**config.mk**
```make
export PLATFORM = sky130hd
export DESIGN_NAME = uart_mem_port_arbiter
export DESIGN_NICKNAME = d
export VERILOG_FILES = /design/src/rtl/uart_mem_port_arbiter.sv
export SDC_FILE = /design/constraint.sdc
export NUM_CORES = 1
export LEC_CHECK = 0
export CORE_AREA = 2 2 99 101
export DETAILED_ROUTE_END_ITERATION = 10
export DIE_AREA = 0 0 101 103
export GPL_ROUTABILITY_DRIVEN = 0
export PLACE_DENSITY = 0.85
export RECOVER_POWER = 25
export REMOVE_ABC_BUFFERS = 1
export SLEW_MARGIN = 20
export SYNTH_ARGS = -nofsm -noshare
export SYNTH_HDL_FRONTEND = slang
export SYNTH_SLANG_ARGS = --single-unit
```
**constraint.sdc**
```tcl
create_clock -name clk -period 3.1 [get_ports clk]
set_clock_uncertainty 0.15 [all_clocks]
set_input_delay 0.465 -clock clk [delete_from_list [all_inputs] [get_ports clk]]
set_output_delay 0.465 -clock clk [all_outputs]
set_load 0.02 [all_outputs]
```
**src/rtl/uart_mem_port_arbiter.sv**
```systemverilog
`default_nettype none
// ============================================================================
// Module      : uart_mem_port_arbiter
// Description : Shares one memory port between the UART memory-mapped bridge
//               (requester 0) and a host/debug master (requester 1).
//               Round-robin arbitration, one access in flight, registered
//               memory-side strobes/address/data, watchdog abort when the
//               memory never answers.
// Revision    : 1.0 - initial release
// ============================================================================
module uart_mem_port_arbiter #(
    parameter int NUM_BYTES_DATA    = 4,
    parameter int NUM_BYTES_ADDRESS = 1,
    parameter int TIMEOUT_CYCLES    = 255
) (
    input  logic                           clk,
    input  logic                           arst_n,
    // requester 0 (UART bridge)
    input  logic                           r0_we,
    input  logic [NUM_BYTES_DATA*8-1:0]    r0_wdata,
    input  logic [NUM_BYTES_ADDRESS*8-1:0] r0_waddr,
    input  logic                           r0_re,
    input  logic [NUM_BYTES_ADDRESS*8-1:0] r0_raddr,
    output logic [NUM_BYTES_DATA*8-1:0]    r0_rdata,
    output logic                           r0_rdy,
    output logic                           r0_err,
    // requester 1 (host/debug master)
    input  logic                           r1_we,
    input  logic [NUM_BYTES_DATA*8-1:0]    r1_wdata,
    input  logic [NUM_BYTES_ADDRESS*8-1:0] r1_waddr,
    input  logic                           r1_re,
    input  logic [NUM_BYTES_ADDRESS*8-1:0] r1_raddr,
    output logic [NUM_BYTES_DATA*8-1:0]    r1_rdata,
    output logic                           r1_rdy,
    output logic                           r1_err,
    // shared memory port
    output logic                           mem_we,
    output logic [NUM_BYTES_DATA*8-1:0]    mem_wdata,
    output logic [NUM_BYTES_ADDRESS*8-1:0] mem_waddr,
    output logic                           mem_re,
    output logic [NUM_BYTES_ADDRESS*8-1:0] mem_raddr,
    input  logic [NUM_BYTES_DATA*8-1:0]    mem_rdata,
    input  logic                           mem_rdy,
    // current owner, one-hot
    output logic [1:0]                     grant
);

    localparam int c_DW = NUM_BYTES_DATA * 8;
    localparam int c_AW = NUM_BYTES_ADDRESS * 8;

    localparam logic [0:0] c_IDLE  = 1'b0;
    localparam logic [0:0] c_GRANT = 1'b1;

    logic [0:0]      r_state;
    logic            r_last_grant;   // 0: requester 0 owned last, 1: requester 1
    logic [1:0]      r_grant;
    logic            r_mem_we;
    logic            r_mem_re;
    logic [c_DW-1:0] r_mem_wdata;
    logic [c_AW-1:0] r_mem_waddr;
    logic [c_AW-1:0] r_mem_raddr;

    logic            w_req0;
    logic            w_req1;
    logic            w_pick0;
    logic            w_pick1;
    logic            w_timeout;
    logic            w_done;
    logic            w_rd_valid;

    // Round-robin choice: on contention the requester that did not own last wins
    always_comb begin
        w_req0  = r0_we | r0_re;
        w_req1  = r1_we | r1_re;
        w_pick0 = 1'b0;
        w_pick1 = 1'b0;
        if (w_req0 && w_req1) begin
            if (r_last_grant) begin
                w_pick0 = 1'b1;
            end else begin
                w_pick1 = 1'b1;
            end
        end else if (w_req0) begin
            w_pick0 = 1'b1;
        end else if (w_req1) begin
            w_pick1 = 1'b1;
        end
    end

    // Watchdog: counts GRANT cycles, fires on the last allowed cycle
    generate
        if (TIMEOUT_CYCLES != 0) begin : g_wdog
            localparam int c_WD_W = (TIMEOUT_CYCLES > 1) ? $clog2(TIMEOUT_CYCLES) : 1;
            localparam logic [c_WD_W-1:0] c_TO_LAST = c_WD_W'(TIMEOUT_CYCLES - 1);

            logic [c_WD_W-1:0] r_wdog;

            // Cleared while idle so every grant starts from zero; saturates at the limit
            always_ff @(posedge clk or negedge arst_n) begin
                if (!arst_n) begin
                    r_wdog <= '0;
                end else if (r_state == c_IDLE) begin
                    r_wdog <= '0;
                end else if (r_wdog != c_TO_LAST) begin
                    r_wdog <= r_wdog + 1'b1;
                end
            end

            // A memory answer in the same cycle takes precedence over the abort
            assign w_timeout = (r_state == c_GRANT) && (r_wdog == c_TO_LAST) && !mem_rdy;
        end else begin : g_no_wdog
            assign w_timeout = 1'b0;
        end
    endgenerate

    assign w_done     = (r_state == c_GRANT) && (mem_rdy || w_timeout);
    assign w_rd_valid = (r_state == c_GRANT) && mem_rdy;

    // Arbitration FSM and registered memory-side outputs
    always_ff @(posedge clk or negedge arst_n) begin
        if (!arst_n) begin
            r_state      <= c_IDLE;
            r_last_grant <= 1'b1;
            r_grant      <= 2'b00;
            r_mem_we     <= 1'b0;
            r_mem_re     <= 1'b0;
            r_mem_wdata  <= '0;
            r_mem_waddr  <= '0;
            r_mem_raddr  <= '0;
        end else begin
            case (r_state)
                c_IDLE: begin
                    if (w_pick0) begin
                        // a simultaneous we/re is served as a write only
                        r_mem_we     <= r0_we;
                        r_mem_re     <= r0_re & ~r0_we;
                        r_mem_wdata  <= r0_wdata;
                        r_mem_waddr  <= r0_waddr;
                        r_mem_raddr  <= r0_raddr;
                        r_grant      <= 2'b01;
                        r_last_grant <= 1'b0;
                        r_state      <= c_GRANT;
                    end else if (w_pick1) begin
                        r_mem_we     <= r1_we;
                        r_mem_re     <= r1_re & ~r1_we;
                        r_mem_wdata  <= r1_wdata;
                        r_mem_waddr  <= r1_waddr;
                        r_mem_raddr  <= r1_raddr;
                        r_grant      <= 2'b10;
                        r_last_grant <= 1'b1;
                        r_state      <= c_GRANT;
                    end
                end
                c_GRANT: begin
                    if (w_done) begin
                        r_mem_we <= 1'b0;
                        r_mem_re <= 1'b0;
                        r_grant  <= 2'b00;
                        r_state  <= c_IDLE;
                    end
                end
                default: begin
                    r_mem_we <= 1'b0;
                    r_mem_re <= 1'b0;
                    r_grant  <= 2'b00;
                    r_state  <= c_IDLE;
                end
            endcase
        end
    end

    // Completion signalling reaches only the current owner
    always_comb begin
        r0_rdy   = w_done & r_grant[0];
        r1_rdy   = w_done & r_grant[1];
        r0_err   = w_timeout & r_grant[0];
        r1_err   = w_timeout & r_grant[1];
        r0_rdata = (w_rd_valid && r_grant[0]) ? mem_rdata : '0;
        r1_rdata = (w_rd_valid && r_grant[1]) ? mem_rdata : '0;
    end

    assign mem_we    = r_mem_we;
    assign mem_re    = r_mem_re;
    assign mem_wdata = r_mem_wdata;
    assign mem_waddr = r_mem_waddr;
    assign mem_raddr = r_mem_raddr;
    assign grant     = r_grant;

endmodule
`default_nettype wire
```
==> reports/qor.txt, run 1 <==
POWER AND IR DROP
------------------------------------------------------------------------------------------------------
Sequential group share of total power                                                            0.365
Power per standard cell area                                                                484 mW/mm2
Clock network fraction of total power                                                            0.211
Net switching share of the total power                                                           0.360
Combinational group share of total power                                                         0.424
Internal power                                                                                 1.91 mW
IR drop worst, VDD                                                                            0.269 mV
P_sw                                                                                           1.07 mW
Total leakage power                                                                            2.54 nW

DETAILED ROUTING
------------------------------------------------------------------------------------------------------
Aggregate routed wire length                                                                  12200 um
Iter 0 DRT Violations                                                                              106
Routed vias                                                                                       3822
Remaining routing DRC violations                                                                     0
Average via count per standard cell                                                               4.89
WL/cell                                                                                        15.6 um
Final antenna-violating net count                                                                    0
First-pass iteration count of the detailed router                                                    4

TIMING
------------------------------------------------------------------------------------------------------
Final worst path period need                                                                   2.92 ns
Setup repair after global routing missed its margin                                                 no
Normalized max-slew margin                                                                     -0.0730
Setup WS post-layout                                                                          0.182 ns
Total negative slack                                                                              0 ns
Maximum clock frequency                                                                        343 MHz
Final cycle utilization of the critical path                                                     0.941
Final Hold Violating Endpoints                                                                       0
Slew Limit Fails                                                                                    31
Final setup fails                                                                                    0
Measured slew at the worst slew-check pin                                                      1.61 ns

PLACED DESIGN
------------------------------------------------------------------------------------------------------
Setup WS pre-CTS                                                                              0.259 ns
Port Buffer Count                                                                                  254
Placed Cells                                                                                       766
Placed wire-length estimate                                                                    9750 um

LOGIC SYNTHESIS
------------------------------------------------------------------------------------------------------
Proportion of synthesized chip area in sequential cells                                          0.462
Average footprint of a synthesized cell                                                       8.07 um2
Ys Warns                                                                                             0
Number of synthesized flops with an enable pin                                                       0
Mapped Cells                                                                                       417
Synth unique cells                                                                                  31
Post-synthesis instance area                                                               0.00336 mm2
Commonest register cell after synthesis                                                   sky130_fd_sc_hd__dfrtp_1
Ys async rst share                                                                                1.00
Synthesis-stage register bit count                                                                  62

CLOCK TREE
------------------------------------------------------------------------------------------------------
Clock transition at the register clock pins on the worst setup and hold paths after CTS        0.07 ns
Sinks on Clock Net                                                                                  62
Post-CTS sizing                                                                                      0
Cts hold-fix bufs                                                                                    0
Max clock buf depth                                                                                  2
Max H-tree Level                                                                                     3
CTS tree                                                                                          done
Library cell used as clock root buffer                                                    sky130_fd_sc_hd__clkbuf_8
Post-CTS setup repair buffer count                                                                   0
Number of buffers created by CTS                                                                     9
Source-to-sink clock delay at the later pin of the worst-skew pair                             0.34 ns

FINAL LAYOUT
------------------------------------------------------------------------------------------------------
Diode count                                                                                          0
Signed area change from the synthesized netlist to the final layout                              83.2%
Share of final-layout standard cells stronger than drive strength 1                             0.0465
Fin nets                                                                                           800
Non-Filler Instances                                                                               781

GRT
------------------------------------------------------------------------------------------------------
Via count of the first global-routing pass                                                        3575
Wire length of the first global-routing pass                                                  18100 um
Total Routing Usage GR                                                                           0.227
Initial antenna violation count                                                                      0
Maximum number of pins on one net before global-route repair                                        52
Gr ovfl total                                                                                        0

WORST SETUP PATH
------------------------------------------------------------------------------------------------------
Critical path endpoint category                                                             output pin
Highest net fanout along the worst path                                                              8
Startpoint types                                                                                  flop
WP data required                                                                               2.48 ns
Arrival time reported for the critical path endpoint                                           2.30 ns
Crit path kind                                                                                 reg2out

FLOORPLANNING
------------------------------------------------------------------------------------------------------
Floorplan die height                                                                            103 um
Overall die width                                                                               101 um
Core region area                                                                           0.00946 mm2
Standard-cell row count                                                                             36
Effective utilization at floorplan                                                               0.356
Count of pins on the block boundary                                                                255
Total die area                                                                              0.0104 mm2

WORST HOLD PATH
------------------------------------------------------------------------------------------------------
Worst min-delay path category                                                                 in2async

STATUS
------------------------------------------------------------------------------------------------------
Result of the run                                                                         complete, but fails checks
Violated checks                                                                           capacitance limit, slew limit

RUN
------------------------------------------------------------------------------------------------------
Max_cap viols                                                                                        1

[power by group through the flow]
stage / registers (mW) / clock network, mW / logic [mW]
after floorplan: 1.28 / 0 / 0.378
after global placement: 1.09 / 0 / 1.26
after detailed placement: 1.10 / 0 / 1.28
after CTS: 1.09 / 0.652 / 1.29
after global routing: 1.11 / 0.693 / 1.36
final: 1.09 / 0.629 / 1.27
[final timing paths]
kind                            slack (ns)          endpoint  cells after the start             start
max in group asynchronous             0.85      mem_wdata[2]                      2            arst_n
worst min-delay path                  0.37     mem_wdata[19]                      1            arst_n
worst min register to register        0.37  g_wdog.r_wdog[2]                      1  g_wdog.r_wdog[2]
worst max register to register        0.93          grant[1]                      4           r_state
worst max-delay path                  0.18            r0_err                      6  g_wdog.r_wdog[0]
min in group clk                      0.37  g_wdog.r_wdog[2]                      1  g_wdog.r_wdog[2]
[stage by stage]
step / area, um2 / power, mW / hold WS [ns] / util
3_3_place_gp: 6010 / 2.35 / 0.343 / 0.635
2_1_floorplan: 3210 / 1.66 / 0.0194 / -
6_report: 6160 / 2.99 / 0.368 / 0.652
3_5_place_dp: 6010 / 2.39 / 0.361 / 0.635
5_1_grt: 6160 / 3.17 / 0.399 / 0.652
4_1_cts: 6180 / 3.03 / 0.0206 / 0.653
[critical path, stage by stage, from the launching register on]
cell                              delay [ns]
sky130_fd_sc_hd__dfrtp_1                0.41
sky130_fd_sc_hd__inv_1                  0.08
sky130_fd_sc_hd__ha_1                   0.19
sky130_fd_sc_hd__and3_1                 0.21
sky130_fd_sc_hd__nand2_1                0.21
sky130_fd_sc_hd__nor3_1                 0.23
sky130_fd_sc_hd__clkdlybuf4s50_1        0.65
[cells by family (layout without fill, tap and decap cells)]
kind of cell | count (synthesis) | in the layout | synth area share
AOI/OAI and AO/OA | 72 | 72 | 0.132
xor gates and xnor gates | 1 | 1 | 0.00260
adders and majority gates | 2 | 2 | 0.00744
buffers and inverters | 33 | 283 | 0.0509
DFF | 62 | 62 | 0.462
muxes | 2 | 2 | 0.00595
and+or+nand+nor | 245 | 245 | 0.340
[cell usage after synthesis, types with 3 or more instances]
cell type	n	share of area
sky130_fd_sc_hd__nand2_1	103	0.11
sky130_fd_sc_hd__and2_1	65	0.12
sky130_fd_sc_hd__dfrtp_1	61	0.45
sky130_fd_sc_hd__nor2_1	57	0.064
sky130_fd_sc_hd__a31oi_1	51	0.095
sky130_fd_sc_hd__buf_2	14	0.021
sky130_fd_sc_hd__clkbuf_1	9	0.010
sky130_fd_sc_hd__a21oi_1	7	0.010
sky130_fd_sc_hd__o21ai_0	7	0.010
sky130_fd_sc_hd__and3_1	6	0.011
sky130_fd_sc_hd__inv_1	5	0.0056
sky130_fd_sc_hd__nand3_1	5	0.0074
sky130_fd_sc_hd__buf_6	3	0.010
sky130_fd_sc_hd__nor3_1	3	0.0045
[area by class of cell]
cell class | instances | area (um2)
Multi-Input combinational cell | 322 | 1650
Timing Repair Buffer | 263 | 2620
Clock inverter | 5 | 36.3
Sequential cell | 62 | 1550
Fill cell | 802 | 3300
Tap cell | 114 | 143
Inverter | 5 | 18.8
Clock buffer | 10 | 138
[placed cells by master, fill, tap and decap left out, types with 3 or more instances in the layout]
cell	n
sky130_fd_sc_hd__clkdlybuf4s50_1	251
sky130_fd_sc_hd__nand2_1	103
sky130_fd_sc_hd__and2_1	65
sky130_fd_sc_hd__dfrtp_1	61
sky130_fd_sc_hd__nor2_1	57
sky130_fd_sc_hd__a31oi_1	51
sky130_fd_sc_hd__clkbuf_8	10
sky130_fd_sc_hd__buf_4	8
sky130_fd_sc_hd__a21oi_1	7
sky130_fd_sc_hd__o21ai_0	7
sky130_fd_sc_hd__and3_1	6
sky130_fd_sc_hd__inv_1	5
sky130_fd_sc_hd__nand3_1	5
sky130_fd_sc_hd__nor3_1	3
sky130_fd_sc_hd__clkinvlp_4	3
[flip-flops by register name (all words and copies together) (netlist names)]
name           cells
g_wdog.r_wdog      8
grant              2
mem_raddr          8
mem_re             1
mem_waddr          8
mem_wdata         32
mem_we             1
r_last_grant       1
r_state            1
[metal layers]
metal	wire length (um)	track usage	part of all wire
met4	215	0.0769	0.018
met1	4440	0.234	0.36
met2	6350	0.425	0.52
met3	1190	0.0834	0.097
met5	0	0	0
No activity file was read; power rests on OpenSTA's default activity.
==> run 2: changes to the inputs <==
--- a/config.mk
+++ b/config.mk
@@ -5,11 +5,12 @@
 export SDC_FILE = /design/constraint.sdc
 export NUM_CORES = 1
 export LEC_CHECK = 0
-export CORE_AREA = 2 2 99 101
+export CORE_AREA = 2 2 98 100
+export CTS_BUF_LIST = sky130_fd_sc_hd__clkbuf_4 sky130_fd_sc_hd__clkbuf_8
 export DETAILED_ROUTE_END_ITERATION = 10
-export DIE_AREA = 0 0 101 103
+export DIE_AREA = 0 0 100 102
 export GPL_ROUTABILITY_DRIVEN = 0
-export PLACE_DENSITY = 0.85
+export PLACE_DENSITY = 0.87
 export RECOVER_POWER = 25
 export REMOVE_ABC_BUFFERS = 1
 export SLEW_MARGIN = 20
==> run 2 against run 1 <==
  * The flow still finishes with violations (capacitance limit, slew limit)
  * Power grew 5.9%
  * Sequential share of layout area shrank 0.24 points
  * Design area grew 0.97%
  * Clock power grew 26%
  * Worst hold slack gained 0.0047 ns
  * Non-clock buffer count shrank 2
  * Count of clock-buffer cells in the layout shrank 1
  * Critical path type unchanged
  * Largest power group unchanged
==> reports/qor.txt, run 2 (synthesis gave the netlist of run 1 again) <==
DETAILED ROUTING
------------------------------------------------------------------------------------------------------
Aggregate routed wire length                                                                  12700 um   +4.0%
Average via count per standard cell                                                               5.01   +2.3%
Iter 0 DRT Violations                                                                               94   -11%
WL/cell                                                                                        16.3 um   +4.5%
First-pass iteration count of the detailed router                                                    4   unchanged
Final antenna-violating net count                                                                    0   unchanged
Remaining routing DRC violations                                                                     0   unchanged
Routed vias                                                                                       3889   +1.8%

WORST SETUP PATH
------------------------------------------------------------------------------------------------------
Arrival time reported for the critical path endpoint                                           2.32 ns   +0.02 ns
Critical path endpoint category                                                             output pin
Startpoint types                                                                                  flop
Largest stage delay on the critical path                                                       0.70 ns   +0.05 ns
Highest net fanout along the worst path                                                              8   unchanged
Crit path kind                                                                                 reg2out
WP data required                                                                               2.48 ns   about the same
Crit path launch                                                                          g_wdog.r_wdog[0]
Worst R2R End                                                                                 grant[1]
Ordered list of cells on the worst path                                                   inv_1 > ha_1 > and3_1 > nand2_1 > nor3_1 > clkdlybuf4s50_1
Cell at the slowest stage of the critical path                                            sky130_fd_sc_hd__clkdlybuf4s50_1
Worst reg2reg path startpoint                                                                  r_state
Depth of the worst register-to-register path                                                         4   unchanged
Flop2flop setup slack                                                                          0.81 ns   -0.12 ns

FINAL LAYOUT
------------------------------------------------------------------------------------------------------
Share of final-layout standard cells stronger than drive strength 1                             0.0435   -0.00293
Number of fill cells in the layout                                                                 726   -9.5%
Diode count                                                                                          0   unchanged
Leading cell type in the layout, fill and taps excluded                                   sky130_fd_sc_hd__clkdlybuf4s50_1
Final Cell Area                                                                            0.00622 mm2   +0.97%
Footprint of the flip-flops and latches                                                    0.00155 mm2   unchanged
Signed area change from the synthesized netlist to the final layout                              85.0%
Largest register FFs                                                                                32   unchanged
Area taken by multi-input logic gates                                                      0.00165 mm2   unchanged
Utilization of the core after routing                                                            0.683   +0.0317
Fin nets                                                                                           798   -0.25%
Highest-count cells in the layout ignoring fill and taps                                  sky130_fd_sc_hd__clkdlybuf4s50_1, sky130_fd_sc_hd__nand2_1, sky130_fd_sc_hd__and2_1

CLOCK TREE
------------------------------------------------------------------------------------------------------
CTS tree                                                                                          done
Clock transition at the register clock pins on the worst setup and hold paths after CTS        0.07 ns   about the same
Library cell used as clock root buffer                                                    sky130_fd_sc_hd__clkbuf_8
Sinks on Clock Net                                                                                  62   unchanged
Post-CTS sizing                                                                                      0   unchanged
Max H-tree Level                                                                                     3   unchanged
Max clock buf depth                                                                                  2   unchanged
Cts hold-fix bufs                                                                                    0   unchanged
Source-to-sink clock delay at the later pin of the worst-skew pair                             0.33 ns   about the same
Post-CTS setup repair buffer count                                                                   0   unchanged
Number of buffers created by CTS                                                                     9   unchanged

POWER AND IR DROP
------------------------------------------------------------------------------------------------------
Power per standard cell area                                                                508 mW/mm2   +4.9%
Total leakage power                                                                            2.57 nW   +0.95%
IR drop worst, VDD                                                                            0.308 mV   +14%

GRT
------------------------------------------------------------------------------------------------------
Maximum number of pins on one net before global-route repair                                        63   +21%
GR Util met1                                                                                     0.238   +0.00382
Wire length of the first global-routing pass                                                  19300 um   +6.4%
Met2 Resource Use GR                                                                             0.442   +0.0172
Total Routing Usage GR                                                                           0.244   +0.0173
Global route hottest layer                                                                        met2
Gr ovfl total                                                                                        0   unchanged
Met3 layer usage reported by global route                                                       0.0705   -0.0129
Initial antenna violation count                                                                      0   unchanged
Via count of the first global-routing pass                                                        3848   +7.6%

TIMING
------------------------------------------------------------------------------------------------------
Slew Limit Fails                                                                                    63   +100%
Measured slew at the worst slew-check pin                                                      1.56 ns   -0.0508 ns
Normalized max-slew margin                                                                     -0.0392   +0.0339
Setup WS post-layout                                                                          0.170 ns   -0.0121 ns
Final worst path period need                                                                   2.93 ns   +0.0121 ns
Maximum clock frequency                                                                        341 MHz   -0.41%
Final setup fails                                                                                    0   unchanged
Final cycle utilization of the critical path                                                     0.945   +0.00391
Worst Hold Margin                                                                             0.373 ns   +0.00470 ns
Final Hold Violating Endpoints                                                                       0   unchanged
Setup repair after global routing missed its margin                                                 no
Total negative slack                                                                              0 ns   unchanged

STATUS
------------------------------------------------------------------------------------------------------
Result of the run                                                                         complete, but fails checks
Violated checks                                                                           capacitance limit, slew limit

FLOORPLANNING
------------------------------------------------------------------------------------------------------
Effective utilization at floorplan                                                               0.369   +0.0137
Floorplan die height                                                                            102 um   -0.97%
Count of pins on the block boundary                                                                255   unchanged
Overall die width                                                                               100 um   -0.99%
Standard-cell row count                                                                             35   -2.8%
Total die area                                                                              0.0102 mm2   -2.0%
Core region area                                                                           0.00911 mm2   -3.7%

WORST HOLD PATH
------------------------------------------------------------------------------------------------------
Worst min-delay path endpoint                                                             g_wdog.r_wdog[4]
HP Start                                                                                  g_wdog.r_wdog[4]
Number of cells on the worst hold path                                                               1
Worst min-delay path category                                                                  reg2reg

RUN
------------------------------------------------------------------------------------------------------
Max_cap viols                                                                                        1   unchanged

PLACED DESIGN
------------------------------------------------------------------------------------------------------
Setup WS pre-CTS                                                                              0.225 ns   -0.0344 ns
Placed wire-length estimate                                                                    9990 um   +2.5%
Port Buffer Count                                                                                  254   unchanged
Placed cell area                                                                           0.00600 mm2   about the same

[run 2: cell count changes in the layout (fill, tap and decap cells not counted), sizes merged]
| cell | before | now |
|---|---|---|
| buf | 10 | 7 |
| bufinv | 0 | 2 |
| clkbuf | 12 | 10 |
| clkdlybuf4s50 | 251 | 253 |
| clkinvlp | 3 | 2 |
| inv | 5 | 6 |
[run 2: how the worst max path moves through the flow]
stage | slack [ns] | to | depth (start not counted)
finish | 0.17 | r1_err | 6
global route | 0.008 | r1_err | 6
CTS | 0.15 | r1_err | 6
detailed placement | 0.22 | r1_rdata[31] | 5
global placement | 0.25 | r1_rdata[8] | 5
floorplan | 0.08 | grant[1] | 3
[run 2: report_power, final]
| group | switching (mW) | internal [mW] | total, mW |
|---|---|---|---|
| Combinational | 0.643 | 0.633 | 1.28 |
| Clock | 0.337 | 0.455 | 0.792 |
| Sequential | 0.116 | 0.979 | 1.09 |
[run 2: per-stage QoR]
step	power (mW)	std cells
after detailed placement	2.39	761
after CTS	3.19	777
after global placement	2.36	761
final	3.16	777
after floorplan	1.66	389
after global routing	3.33	777
[run 2: final cells by class]
| type | count | share of cell area |
|---|---|---|
| inverters | 5 | 0.00302 |
| well taps | 111 | 0.0223 |
| multi-input cells | 322 | 0.266 |
| clock inverters | 7 | 0.0157 |
| repair buffers | 261 | 0.424 |
| flip-flops and latches | 62 | 0.249 |
| clock buffers | 9 | 0.0199 |
[run 2: per-layer routing]
layer,up-vias,share of wire
li1,1874,-
met1,1750,0.34
met2,218,0.50
met3,47,0.088
met4,0,0.070
met5,-,0
[run 2: worst max-delay path, delay by kind of cell, from the launching register on]
family	cells	cell delay, ns
and+or+nand+nor	3	0.61
buffers and inverters	2	0.77
DFF	1	0.42
adders and majority gates	1	0.18
